File: src/rtl/tnkiii_clk_pkg.sv
// Shared clock-enable definitions: monitor FSM states and per-strobe period limits
// expressed in 53.6 MHz master-clock cycles.
package tnkiii_clk_pkg;

   localparam int unsigned CNT_W = 8;

   // 13.4 MHz, 6.7 MHz and 3.35 MHz are exact divisions; 4 MHz is fractional (13.4 cycles)
   localparam int unsigned CEN13_MIN = 4;
   localparam int unsigned CEN13_MAX = 4;
   localparam int unsigned CEN6_MIN  = 8;
   localparam int unsigned CEN6_MAX  = 8;
   localparam int unsigned CEN3_MIN  = 16;
   localparam int unsigned CEN3_MAX  = 16;
   localparam int unsigned CEN4_MIN  = 13;
   localparam int unsigned CEN4_MAX  = 14;

   typedef enum logic [1:0] {
      ST_IDLE     = 2'd0,
      ST_ARMED    = 2'd1,
      ST_TRACKING = 2'd2,
      ST_LOCKED   = 2'd3
   } mon_state_t;

endpackage

File: src/rtl/sat_counter.sv
// Saturating up-counter; clear wins over increment, and clear+increment restarts at 1.
module sat_counter #(
   parameter int unsigned WIDTH = 8,
   parameter int unsigned LIMIT = 255
) (
   input  logic             clk,
   input  logic             clr,
   input  logic             inc,
   output logic [WIDTH-1:0] q
);

   localparam logic [WIDTH-1:0] LIM = WIDTH'(LIMIT);

   always_ff @(posedge clk) begin
      if (clr)
         q <= inc ? WIDTH'(1) : '0;
      else if (inc && (q < LIM))
         q <= q + WIDTH'(1);
   end

endmodule

File: src/rtl/cen_rate_monitor.sv
// Clock-enable cadence monitor: checks the interval between strobes, declares lock,
// counts violations, and reports strobes per 2^WINDOW_LOG2-cycle window.
module cen_rate_monitor
   import tnkiii_clk_pkg::*;
#(
   parameter int unsigned MIN_PERIOD  = CEN13_MIN,
   parameter int unsigned MAX_PERIOD  = CEN13_MAX,
   parameter int unsigned LOCK_COUNT  = 8,
   parameter int unsigned WINDOW_LOG2 = 16
) (
   input  logic                   i_clk,
   input  logic                   i_rst,
   input  logic                   i_cen,
   output logic                   o_locked,
   output logic                   o_err,
   output logic [CNT_W-1:0]       o_err_cnt,
   output logic [CNT_W-1:0]       o_period,
   output logic [WINDOW_LOG2:0]   o_rate,
   output logic                   o_rate_valid
);

   localparam int unsigned      RW      = WINDOW_LOG2 + 1;
   localparam logic [CNT_W-1:0] MIN_P   = CNT_W'(MIN_PERIOD);
   localparam logic [CNT_W-1:0] MAX_P   = CNT_W'(MAX_PERIOD);
   localparam logic [CNT_W-1:0] TIMEOUT = CNT_W'(MAX_PERIOD + 1);
   localparam logic [CNT_W-1:0] LOCK_N  = CNT_W'(LOCK_COUNT);

   mon_state_t             state;
   logic [CNT_W-1:0]       ivl;
   logic [CNT_W-1:0]       good;
   logic [WINDOW_LOG2-1:0] win;
   logic [RW-1:0]          pulses;

   logic pulse, measuring, in_range, good_pulse, bad_pulse, timeout, err_ev;

   // ivl holds the interval a strobe would measure if sampled this cycle
   assign pulse      = i_cen && !i_rst;
   assign measuring  = (state != ST_IDLE);
   assign in_range   = (ivl >= MIN_P) && (ivl <= MAX_P);
   assign good_pulse = measuring && pulse && in_range;
   assign bad_pulse  = measuring && pulse && !in_range;
   assign timeout    = measuring && !pulse && !i_rst && (ivl == TIMEOUT);
   assign err_ev     = bad_pulse || timeout;

   sat_counter #(.WIDTH(CNT_W), .LIMIT(255)) u_ivl (
      .clk (i_clk),
      .clr (i_rst || pulse),
      .inc (!i_rst),
      .q   (ivl)
   );

   sat_counter #(.WIDTH(CNT_W), .LIMIT(LOCK_COUNT)) u_good (
      .clk (i_clk),
      .clr (i_rst || err_ev),
      .inc (good_pulse),
      .q   (good)
   );

   sat_counter #(.WIDTH(CNT_W), .LIMIT(255)) u_err (
      .clk (i_clk),
      .clr (i_rst),
      .inc (err_ev),
      .q   (o_err_cnt)
   );

   // Cadence FSM with registered lock/error/period outputs
   always_ff @(posedge i_clk) begin
      if (i_rst) begin
         state    <= ST_IDLE;
         o_locked <= 1'b0;
         o_err    <= 1'b0;
         o_period <= '0;
      end else begin
         o_err <= err_ev;
         if (measuring && pulse)
            o_period <= ivl;
         case (state)
            ST_IDLE: begin
               o_locked <= 1'b0;
               if (pulse)
                  state <= ST_ARMED;
            end
            default: begin
               if (timeout) begin
                  state    <= ST_IDLE;
                  o_locked <= 1'b0;
               end else if (bad_pulse) begin
                  state    <= ST_ARMED;
                  o_locked <= 1'b0;
               end else if (good_pulse) begin
                  if (good >= (LOCK_N - CNT_W'(1))) begin
                     state    <= ST_LOCKED;
                     o_locked <= 1'b1;
                  end else begin
                     state    <= ST_TRACKING;
                     o_locked <= 1'b0;
                  end
               end
            end
         endcase
      end
   end

   // Free-running rate window; the final cycle's strobe belongs to the closing window
   always_ff @(posedge i_clk) begin
      if (i_rst) begin
         win          <= '0;
         pulses       <= '0;
         o_rate       <= '0;
         o_rate_valid <= 1'b0;
      end else begin
         win          <= win + WINDOW_LOG2'(1);
         o_rate_valid <= &win;
         if (&win) begin
            o_rate <= pulses + RW'(i_cen);
            pulses <= '0;
         end else begin
            pulses <= pulses + RW'(i_cen);
         end
      end
   end

endmodule
File: config.mk
export PLATFORM = sky130hd
export DESIGN_NAME = cen_rate_monitor
export DESIGN_NICKNAME = d
export VERILOG_FILES = /design/src/rtl/tnkiii_clk_pkg.sv /design/src/rtl/sat_counter.sv /design/src/rtl/cen_rate_monitor.sv
export SDC_FILE = /design/constraint.sdc
export NUM_CORES = 1
export LEC_CHECK = 0
export BUFFER_PORTS_ARGS = -buffer_cell sky130_fd_sc_hd__buf_2
export CORE_MARGIN = 5
export CORE_UTILIZATION = 40
export DETAILED_ROUTE_END_ITERATION = 12
export SLEW_MARGIN = 30
export SYNTH_ARGS = -nofsm -noshare
export SYNTH_HDL_FRONTEND = slang
export SYNTH_HIERARCHICAL = 1
export SYNTH_SLANG_ARGS = --single-unit
File: constraint.sdc
create_clock -name i_clk -period 3.7 [get_ports i_clk]
set_clock_uncertainty 0.1 [all_clocks]
set_input_delay 0.37 -clock i_clk [delete_from_list [all_inputs] [get_ports i_clk]]
set_output_delay 0.37 -clock i_clk [all_outputs]
set_load 0.005 [all_outputs]
==> flow_summary.yaml, run 1 <==
place:
  buffer_ports.inserted: 38
  dp.cells: 524
  place_hpwl_mm: 4.872
  detailedPlace.worstSlack_ns: 0.9575
  finalWeightedCongestion: 0.7916
  detailed_place.area_sq_mm: 0.003954
logic_synthesis:
  cell_types_with_the_largest_area_share_after_synthesis: "sky130_fd_sc_hd__dfxtp_1, sky130_fd_sc_hd__edfxtp_1, sky130_fd_sc_hd__xor2_1"
  ys_types: 35
  ys_warn_count: 6
  ys_seq_area_share_pct: 54.32
  synth.ff_latch_count: 87
  mapped_cell_area_sq_mm: 0.003648
  post_synth_inst_count: 386
  synthesized_nets: 395
  synth.top_cell.area_share_pct: 34.57
  syn_area_per_cell_sq_um: 9.452
  synth_area_leader_cell: "sky130_fd_sc_hd__dfxtp_1"
routing:
  drt-wirelength-per-cell_um: 12.99
  routed-via-count: 2754
  via_cell_ratio: 5.100
  detail-route-antenna-nets: 0
  finalWirelength_mm: 7.014
  detailedRoute.firstIterationViolations: 117
  drc_errors: 0
  drt_pass1_iterations: 4
floorplan:
  initial_core_util_pct: 41.43
  die_height_um: 105.5
  design.portCount: 39
  dieArea_sq_mm: 0.01113
  design.core.area_sq_mm: 0.008806
  chipWidth_um: 105.5
  std_cell_rows: 34
timing:
  postLayoutSetupSlackWorst_ns: 0.9332
  hold_viol: 0
  maxSlewHeadroom_pct: 59.09
  fmax_mhz: 361.4
  slew_violations: 0
  min_period_ns: 2.767
  worstMarginPinSlew_ns: 0.6136
  setup_viol: 0
  grt_setup_unrepaired: "no"
  fin_tns_setup_ns: 0
  min_period_over_period_pct: 74.78
power_and_ir_drop:
  pwr-share-seq_pct: 59.1
  sw_share_pct: 26.38
  sw_power_uw: 471.4
  power.density_cell_area_mw_per_mm2: 431.7
  cell_internal_pwr_uw: 1315
  ir_drop_worst_case_vdd_uv: 214.0
  static-leakage-power_uw: 0.001546
  pwr-share-clk_pct: 35.3
  power_frac_comb_pct: 5.7
clock_network:
  number_of_h_tree_branching_levels: 3
  max-clock-path-buffers: 2
  clkTransAtPathRegs_ns: 0.09
  cts_tree: "built"
  clk_latency_ns: 0.35
  cts-root-buf: "sky130_fd_sc_hd__clkbuf_8"
  cts_inserted_buffers: 9
  post-cts-setup-buffers: 0
  cts-hold-fix-buffers: 0
  cts_resized: 0
  cts.sinks: 87
hold_path:
  worst_hold_path_type: "input pin to flop"
layout:
  final_cell_count_no_fill: 540
  post_route_cells_drive_above_1_share_pct: 15.28
  area_delta_synth_final_pct: 13.44
  number_of_antenna_repair_diodes: 0
  fin_nets: 436
  final_design_area_no_fill_sq_mm: 0.004139
global_route:
  vias_in_the_first_global_route: 2688
  maximum_number_of_pins_on_one_net_before_global_route_repair: 37
  antenna_found_initial: 0
  grt_overflow_total: 0
  grt_usage_pct: 13.46
  grt_first_pass_wirelength_mm: 12.37
critical_path:
  critPathLaunchType: "flop"
  crit_path_max_fanout: 10
  crit_arrival_ns: 2.77
  critical_path_required_ns: 3.71
  worst-setup-path-type: "flop to flop"
  setup.worst_path.end_class: "flop"
job:
  drv_cap: 0
status:
  run_status: "complete, no violations"
worst paths after layout:
| kind | startpoint | end | slack, ns | depth (start not counted) |
|---|---|---|---|---|
| worst max-delay path | u_ivl/q[5] | u_good/q[7] | 0.93 | 6 |
| worst min register to register | o_rate[13] | o_rate[13] | 0.35 | 2 |
| worst min-delay path | i_cen | state[0] | 0.27 | 3 |
| worst max register to register | u_ivl/q[5] | u_good/q[7] | 0.93 | 6 |
state kept, by name, indices dropped and copies added, names as in the netlist:
name / flops
o_rate: 17
pulses: 17
win: 16
o_period: 8
u_err/q: 8
u_good/q: 8
u_ivl/q: 8
state: 2
o_err: 1
o_locked: 1
o_rate_valid: 1
power groups by stage:
| stage | registers (uW) | logic [uW] | clock network, uW |
|---|---|---|---|
| floorplan | 1070 | 71.6 | 0 |
| global route | 1060 | 118 | 691 |
| finish | 1060 | 101 | 630 |
| detailed placement | 1080 | 103 | 0 |
| global placement | 1080 | 99.5 | 0 |
| CTS | 1060 | 104 | 655 |
kinds of logic after synthesis:
kind of cell / share of synthesized area, %
simple gates: 24.01
flops: 54.32
compound gates: 8.814
xor+xnor: 8.642
buf+inv: 1.783
fa+ha+maj: 2.058
mux: 0.3771
layout by cell type, fill, tap and decap left out, drive strengths merged, types with 2 or more instances in the layout:
cell	n
nor2	48
clkinvlp	2
or3	9
inv	11
xnor2	14
nor4	3
ha	6
and4	4
edfxtp	24
and3	2
and2	4
a21o	2
dfxtp	63
o21ai	36
nor2b	6
a31o	3
nand3	27
nand2	50
a22o	2
buf	41
a21oi	12
clkbuf	9
nand4	12
xor2	22
nand2b	3
nor3	10
final cells by class:
cell class,count,area (sq um)
Tap cell,108,135.1
Sequential cell,87,1982
Inverter,6,22.52
Multi-Input combinational cell,282,1602
Fill cell,850,4667
Clock inverter,7,61.31
Clock buffer,9,123.9
Timing Repair Buffer,41,212.7
cells in the mapped netlist (all sizes together):
cell,instances
a22oi,1
a32oi,1
nor2,48
nor2b,6
o21ai,36
nand2b,3
a22o,2
buf,1
and3,2
or4,1
nand2,50
mux2i,1
a21oi,12
a21o,2
edfxtp,24
xnor2,14
a31o,3
inv,6
and4,4
nand4,12
a31oi,1
nor3,10
nor3b,1
xor2,22
or4b,1
or3,9
ha,6
and2,4
nand3,27
nor4,3
dfxtp,63
clkbuf,10
worst max-delay path, cell delays in order (launching register included):
cell                       delay (ns)
sky130_fd_sc_hd__edfxtp_1        0.49
sky130_fd_sc_hd__or4b_1          0.58
sky130_fd_sc_hd__or4_4           0.46
sky130_fd_sc_hd__mux2i_2         0.27
sky130_fd_sc_hd__o21ai_0         0.12
sky130_fd_sc_hd__buf_4           0.20
sky130_fd_sc_hd__a31o_2          0.30
metal layers:
| layer | wire length [um] | up-vias | GRT usage [%] |
|---|---|---|---|
| met1 | 3336 | 1266 | 16.68 |
| met4 | 83 | 0 | 3.608 |
| li1 | - | 1432 | - |
| met2 | 3256 | 50 | 22.59 |
| met5 | 0 | - | 0 |
| met3 | 338 | 6 | 4.462 |
per-stage QoR:
stage	total power (uW)	hold WS [ns]	utilization (%)
floorplan	1140	0.3262	-
finish	1787	0.2733	47.00
detailed placement	1180	0.3388	44.90
global route	1871	0.3043	47.00
global placement	1176	0.3314	44.90
CTS	1814	0.2475	47.00
No activity file was read; power rests on OpenSTA's default activity.
==> run 2, diff against run 1 <==
Clock period 3.7 ns to 2.4 ns, I/O delays scaled along.
==> run 2 against run 1 <==
  * The flow now finishes with violations (negative setup slack)
  * Via count grew 1.1%
  * Design area grew 3.5%
  * Clock-buffer cell count grew 1
  * Routed wire length rose by 1.0%
  * Sequential power is 52% higher
  * Maximum frequency increased by 14%
  * Critical path depth is 1 lower
  * Clock power increased by 53%
  * Highest routed layer unchanged
==> flow_summary.yaml, run 2 (synthesis results as in run 1) <==
status:
  run_status: "complete, but fails checks"
  failed_checks: "negative setup slack"
critical_path:
  timing.critical_path.slowest_stage_cell: "sky130_fd_sc_hd__or4b_4"
  crit_path_max_fanout: 8
  crit_arrival_ns: 2.39
  worst-r2r-cell-count: 5
  critPathLaunchType: "flop"
  critical_path.cell_chain: "or4b_4 > or4_4 > mux2i_4 > nor3_2 > a21o_4"
  path_depth: 5
  worst-setup-path-type: "flop to flop"
  setup.worst_path.end_class: "flop"
  critical-path-max-stage-delay_ns: 0.54
  worst_r2r_endpoint: "u_err/q[0]"
  r2r_start: "u_ivl/q[1]"
  timing.critical_path.buf_inv: 0
  timing.reg2reg.setup_slack_ns: -0.03
  critical_path_required_ns: 2.36
  cp-startpoint: "u_ivl/q[1]"
  critical_path.top_delay_family: "simple AND/OR/NAND/NOR gates"
  worstSetupEndpoint: "u_err/q[0]"
clock_network:
  cts_tree: "built"
  cts_inserted_buffers: 9
  max-clock-path-buffers: 2
  cts-root-buf: "sky130_fd_sc_hd__clkbuf_8"
  post-cts-setup-buffers: 0
  clkTransAtPathRegs_ns: 0.08
  cts.sinks: 87
  clk_latency_ns: 0.35
  number_of_h_tree_branching_levels: 3
  cts-hold-fix-buffers: 0
layout:
  final_core_utilization_pct: 48.64
  top_regs: "o_rate (17), pulses (17), win (16)"
  layout_common_cells: "sky130_fd_sc_hd__dfxtp_1, sky130_fd_sc_hd__nand2_1, sky130_fd_sc_hd__nor2_1"
  layout.cells.most_common: "sky130_fd_sc_hd__dfxtp_1"
  area_delta_synth_final_pct: 17.39
  post_route_cells_drive_above_1_share_pct: 18.65
  n_fill_cell: 861
  final_cell_count_no_fill: 553
  number_of_antenna_repair_diodes: 0
  fin_nets: 449
floorplan:
  chipWidth_um: 105.5
  dieArea_sq_mm: 0.01113
  std_cell_rows: 34
  design.core.area_sq_mm: 0.008806
  design.portCount: 39
  initial_core_util_pct: 41.43
  die_height_um: 105.5
timing:
  min_period_ns: 2.430
  slew_violations: 0
  hold-worst-slack_ns: 0.1643
  maxSlewHeadroom_pct: 67.28
  setup_viol: 11
  postLayoutSetupSlackWorst_ns: -0.02976
  fmax_mhz: 411.6
  worstMarginPinSlew_ns: 0.4868
  grt_setup_unrepaired: "yes"
  min_period_over_period_pct: 101.2
  hold_viol: 0
power_and_ir_drop:
  power.density_cell_area_mw_per_mm2: 649.3
  static-leakage-power_uw: 0.001632
  ir_drop_worst_case_vdd_uv: 247.4
hold_path:
  worst_hold_path_type: "input pin to flop"
routing:
  routed-via-count: 2783
  drt-wirelength-per-cell_um: 12.81
  drt_pass1_iterations: 4
  detailedRoute.firstIterationViolations: 91
  finalWirelength_mm: 7.085
  detail-route-antenna-nets: 0
  drc_errors: 0
  via_cell_ratio: 5.033
place:
  dp.cells: 537
  buffer_ports.inserted: 38
  finalWeightedCongestion: 0.7468
  place_hpwl_mm: 5.009
global_route:
  grt_usage_pct: 13.52
  antenna_found_initial: 0
  grt_first_pass_wirelength_mm: 12.51
  vias_in_the_first_global_route: 2682
  maximum_number_of_pins_on_one_net_before_global_route_repair: 34
  grt_overflow_total: 0
job:
  drv_cap: 0
## run 2: worst min path at each step
stage / from / endpoint / slack, ns / cells past startpoint
final: i_cen / state[0] / 0.16 / 3
after global routing: i_cen / state[0] / 0.18 / 3
after CTS: i_cen / state[0] / 0.16 / 3
after detailed placement: o_rate[14] / o_rate[14] / 0.34 / 2
after global placement: o_rate[13] / o_rate[13] / 0.33 / 2
after floorplan: win[0] / win[0] / 0.33 / 1
## run 2: area by class of cell
type                    instances  area [sq um]  share of cell area (%)
inverters                       6         22.52                  0.5259
clock inverters                 6         41.29                  0.9641
flip-flops and latches         87          1982                   46.28
clock buffers                  10         148.9                   3.476
multi-input cells             282          1639                   38.27
well taps                     108         135.1                   3.155
repair buffers                 54         314.1                   7.333
## run 2: what timing repair did
item,in CTS,in global routing
setup endpoints to repair,24,24
cloned,0,0
gates resized for setup,3,3
## run 2: power breakdown
group	leakage [uW]	total [uW]	switching [uW]	internal, uW
Combinational	0.000763	201	114	87.0
Clock	0.000102	966	523	443
Sequential	0.000767	1610	51.1	1560
## run 2: worst min-delay path: stages
cell	delay [ns]
sky130_fd_sc_hd__buf_2	0.15
sky130_fd_sc_hd__a21oi_1	0.12
sky130_fd_sc_hd__nor3_1	0.05
## run 2: metal layers
metal  global-route usage, %  up-vias  routed length [um]
li1                        -     1454                   -
met1                   18.20     1270                3636
met2                   21.31       52                3042
met3                   3.851        7                 332
met4                   3.885        0                  74
met5                       0        -                   0
## run 2: through the flow
stage / power, uW / setup slack [ns] / setup TNS, ns / instance area (sq um)
3_3_place_gp: 1841 / -0.06269 / -0.5042 / 4074
3_5_place_dp: 1845 / -0.1178 / -0.9934 / 4074
6_report: 2781 / -0.02976 / -0.1883 / 4283
5_1_grt: 2908 / -0.1102 / -1.461 / 4283
2_1_floorplan: 1763 / -0.09921 / -1.378 / 3675
4_1_cts: 2815 / -0.04986 / -0.4874 / 4273
==> run 3, diff against run 2 <==
Settings changed: CTS_BUF_LIST set to sky130_fd_sc_hd__clkbuf_2, CTS_CLUSTER_SIZE set to 20.
==> run 3 against run 2 <==
  * The run still ends with negative setup slack left
  * Critical path depth is 1 lower
  * Register-to-register slack barely moved
  * Utilization down 0.65 points
  * First-iteration DRC count grew 16%
  * Largest power group unchanged
  * Highest routed layer unchanged
==> flow_summary.yaml, run 3 (synthesis results as in run 1) <==
status:
  run_status: "complete, but fails checks"
  failed_checks: "negative setup slack"
floorplan:
  die_height_um: 105.5
  initial_core_util_pct: 41.43
  std_cell_rows: 34
  chipWidth_um: 105.5
  design.portCount: 39
  dieArea_sq_mm: 0.01113
  design.core.area_sq_mm: 0.008806
power_and_ir_drop:
  cell_internal_pwr_uw: 1902
  static-leakage-power_uw: 0.001614
  pwr-share-seq_pct: 63.0
  sw_share_pct: 26.02
  ir_drop_worst_case_vdd_uv: 288.1
  pwr-share-clk_pct: 29.1
  power_frac_comb_pct: 8.0
  power.density_cell_area_mw_per_mm2: 608.4
  sw_power_uw: 668.9
layout:
  post_route_cells_drive_above_1_share_pct: 18.61
  layout.cells.most_common: "sky130_fd_sc_hd__dfxtp_1"
  final_design_area_no_fill_sq_mm: 0.004225
  top_regs: "o_rate (17), pulses (17), win (16)"
  area_delta_synth_final_pct: 15.81
  layout_common_cells: "sky130_fd_sc_hd__dfxtp_1, sky130_fd_sc_hd__nand2_1, sky130_fd_sc_hd__nor2_1"
  number_of_antenna_repair_diodes: 0
  fin_nets: 450
  n_fill_cell: 858
  final_core_utilization_pct: 47.98
critical_path:
  worst-setup-path-type: "flop to flop"
  setup.worst_path.end_class: "flop"
  crit_path_max_fanout: 8
  critical-path-max-stage-delay_ns: 0.55
  critical_path.cell_chain: "or4b_4 > or4_4 > nor3b_1 > a31o_4"
  timing.critical_path.buf_inv: 0
  timing.critical_path.slowest_stage_cell: "sky130_fd_sc_hd__or4b_4"
  critical_path.top_delay_family: "simple AND/OR/NAND/NOR gates"
  critPathLaunchType: "flop"
  crit_arrival_ns: 2.57
  critical_path_required_ns: 2.55
place:
  detailed_place.area_sq_mm: 0.004074
  place_hpwl_mm: 5.009
  finalWeightedCongestion: 0.7468
  buffer_ports.inserted: 38
routing:
  via_cell_ratio: 5.005
  finalWirelength_mm: 7.153
  detailedRoute.firstIterationViolations: 106
  drt_pass1_iterations: 4
  drt-wirelength-per-cell_um: 12.91
  detail-route-antenna-nets: 0
  routed-via-count: 2773
  drc_errors: 0
clock_network:
  max-clock-path-buffers: 2
  cts_tree: "built"
  post-cts-setup-buffers: 0
  clkTransAtPathRegs_ns: 0.22
  clk_latency_ns: 0.51
  cts.sinks: 87
  number_of_h_tree_branching_levels: 3
  cts-root-buf: "sky130_fd_sc_hd__clkbuf_2"
  cts_inserted_buffers: 9
timing:
  min_period_over_period_pct: 101.0
  worstMarginPinSlew_ns: 0.5755
  maxSlewHeadroom_pct: 61.49
  hold-worst-slack_ns: 0.09467
  slew_violations: 0
  postLayoutSetupSlackWorst_ns: -0.02320
  min_period_ns: 2.423
  setup_viol: 12
  fmax_mhz: 412.7
  grt_setup_unrepaired: "yes"
  hold_viol: 0
global_route:
  antenna_found_initial: 0
  grt_first_pass_wirelength_mm: 12.63
  vias_in_the_first_global_route: 2709
  grt_overflow_total: 0
  maximum_number_of_pins_on_one_net_before_global_route_repair: 34
  grt_usage_pct: 13.55
job:
  drv_cap: 0
hold_path:
  worst_hold_path_type: "input pin to flop"
==> run 3: layout make-up <==
cell class,count,area (sq um),area share [%]
clock inverters,7,71.32,1.688
well taps,108,135.1,3.198
multi-input cells,282,1645,38.94
inverters,6,22.52,0.5330
repair buffers,55,324.1,7.670
flip-flops and latches,87,1982,46.91
clock buffers,9,45.04,1.066
==> run 3: layer usage <==
layer | track usage, % | share of wire, %
met1 | 18.27 | 52
met2 | 21.45 | 43
met3 | 3.667 | 3.6
met4 | 3.885 | 1.2
met5 | 0 | 0
==> run 3: power groups by stage <==
stage,registers [uW],logic (uW),clock network [uW]
after detailed placement,1650,198,0
after global routing,1630,230,834
final,1620,205,747
after global placement,1640,196,0
after CTS,1620,201,781
after floorplan,1650,116,0
==> run 3: metrics by stage <==
stage          setup WS (ns)  TNS, ns  instances  power (uW)
4_1_cts             -0.06984  -0.9190        554        2601
5_1_grt             -0.09674   -1.635        554        2694
2_1_floorplan       -0.09921   -1.378        386        1763
6_report            -0.02320  -0.1386        554        2571
3_3_place_gp        -0.06269  -0.5042        537        1841
3_5_place_dp         -0.1178  -0.9934        537        1845
==> run 3: final timing paths <==
kind	start	end	slack, ns	depth (start not counted)
worst max-delay path	u_ivl/q[1]	u_good/q[0]	-0.02	4
worst min register to register	o_rate[12]	o_rate[12]	0.38	2
worst max register to register	u_ivl/q[1]	u_good/q[0]	-0.02	4
worst min-delay path	i_cen	pulses[0]	0.09	3
==> run 3: worst reg2reg max path, cell delays in order, from the launching register on <==
cell and delay [ns]:
sky130_fd_sc_hd__edfxtp_1 0.44, sky130_fd_sc_hd__or4b_4 0.55, sky130_fd_sc_hd__or4_4 0.47, sky130_fd_sc_hd__nor3b_1 0.34
sky130_fd_sc_hd__a31o_4 0.28
==> run 3: what timing repair did <==
item | 4_1_cts | 5_1_grt
gates resized for setup | 1 | 6
hold buffers | 1 | 0
endpoints found under the setup margin | 24 | 24
endpoints found under the hold margin | 1 | 0
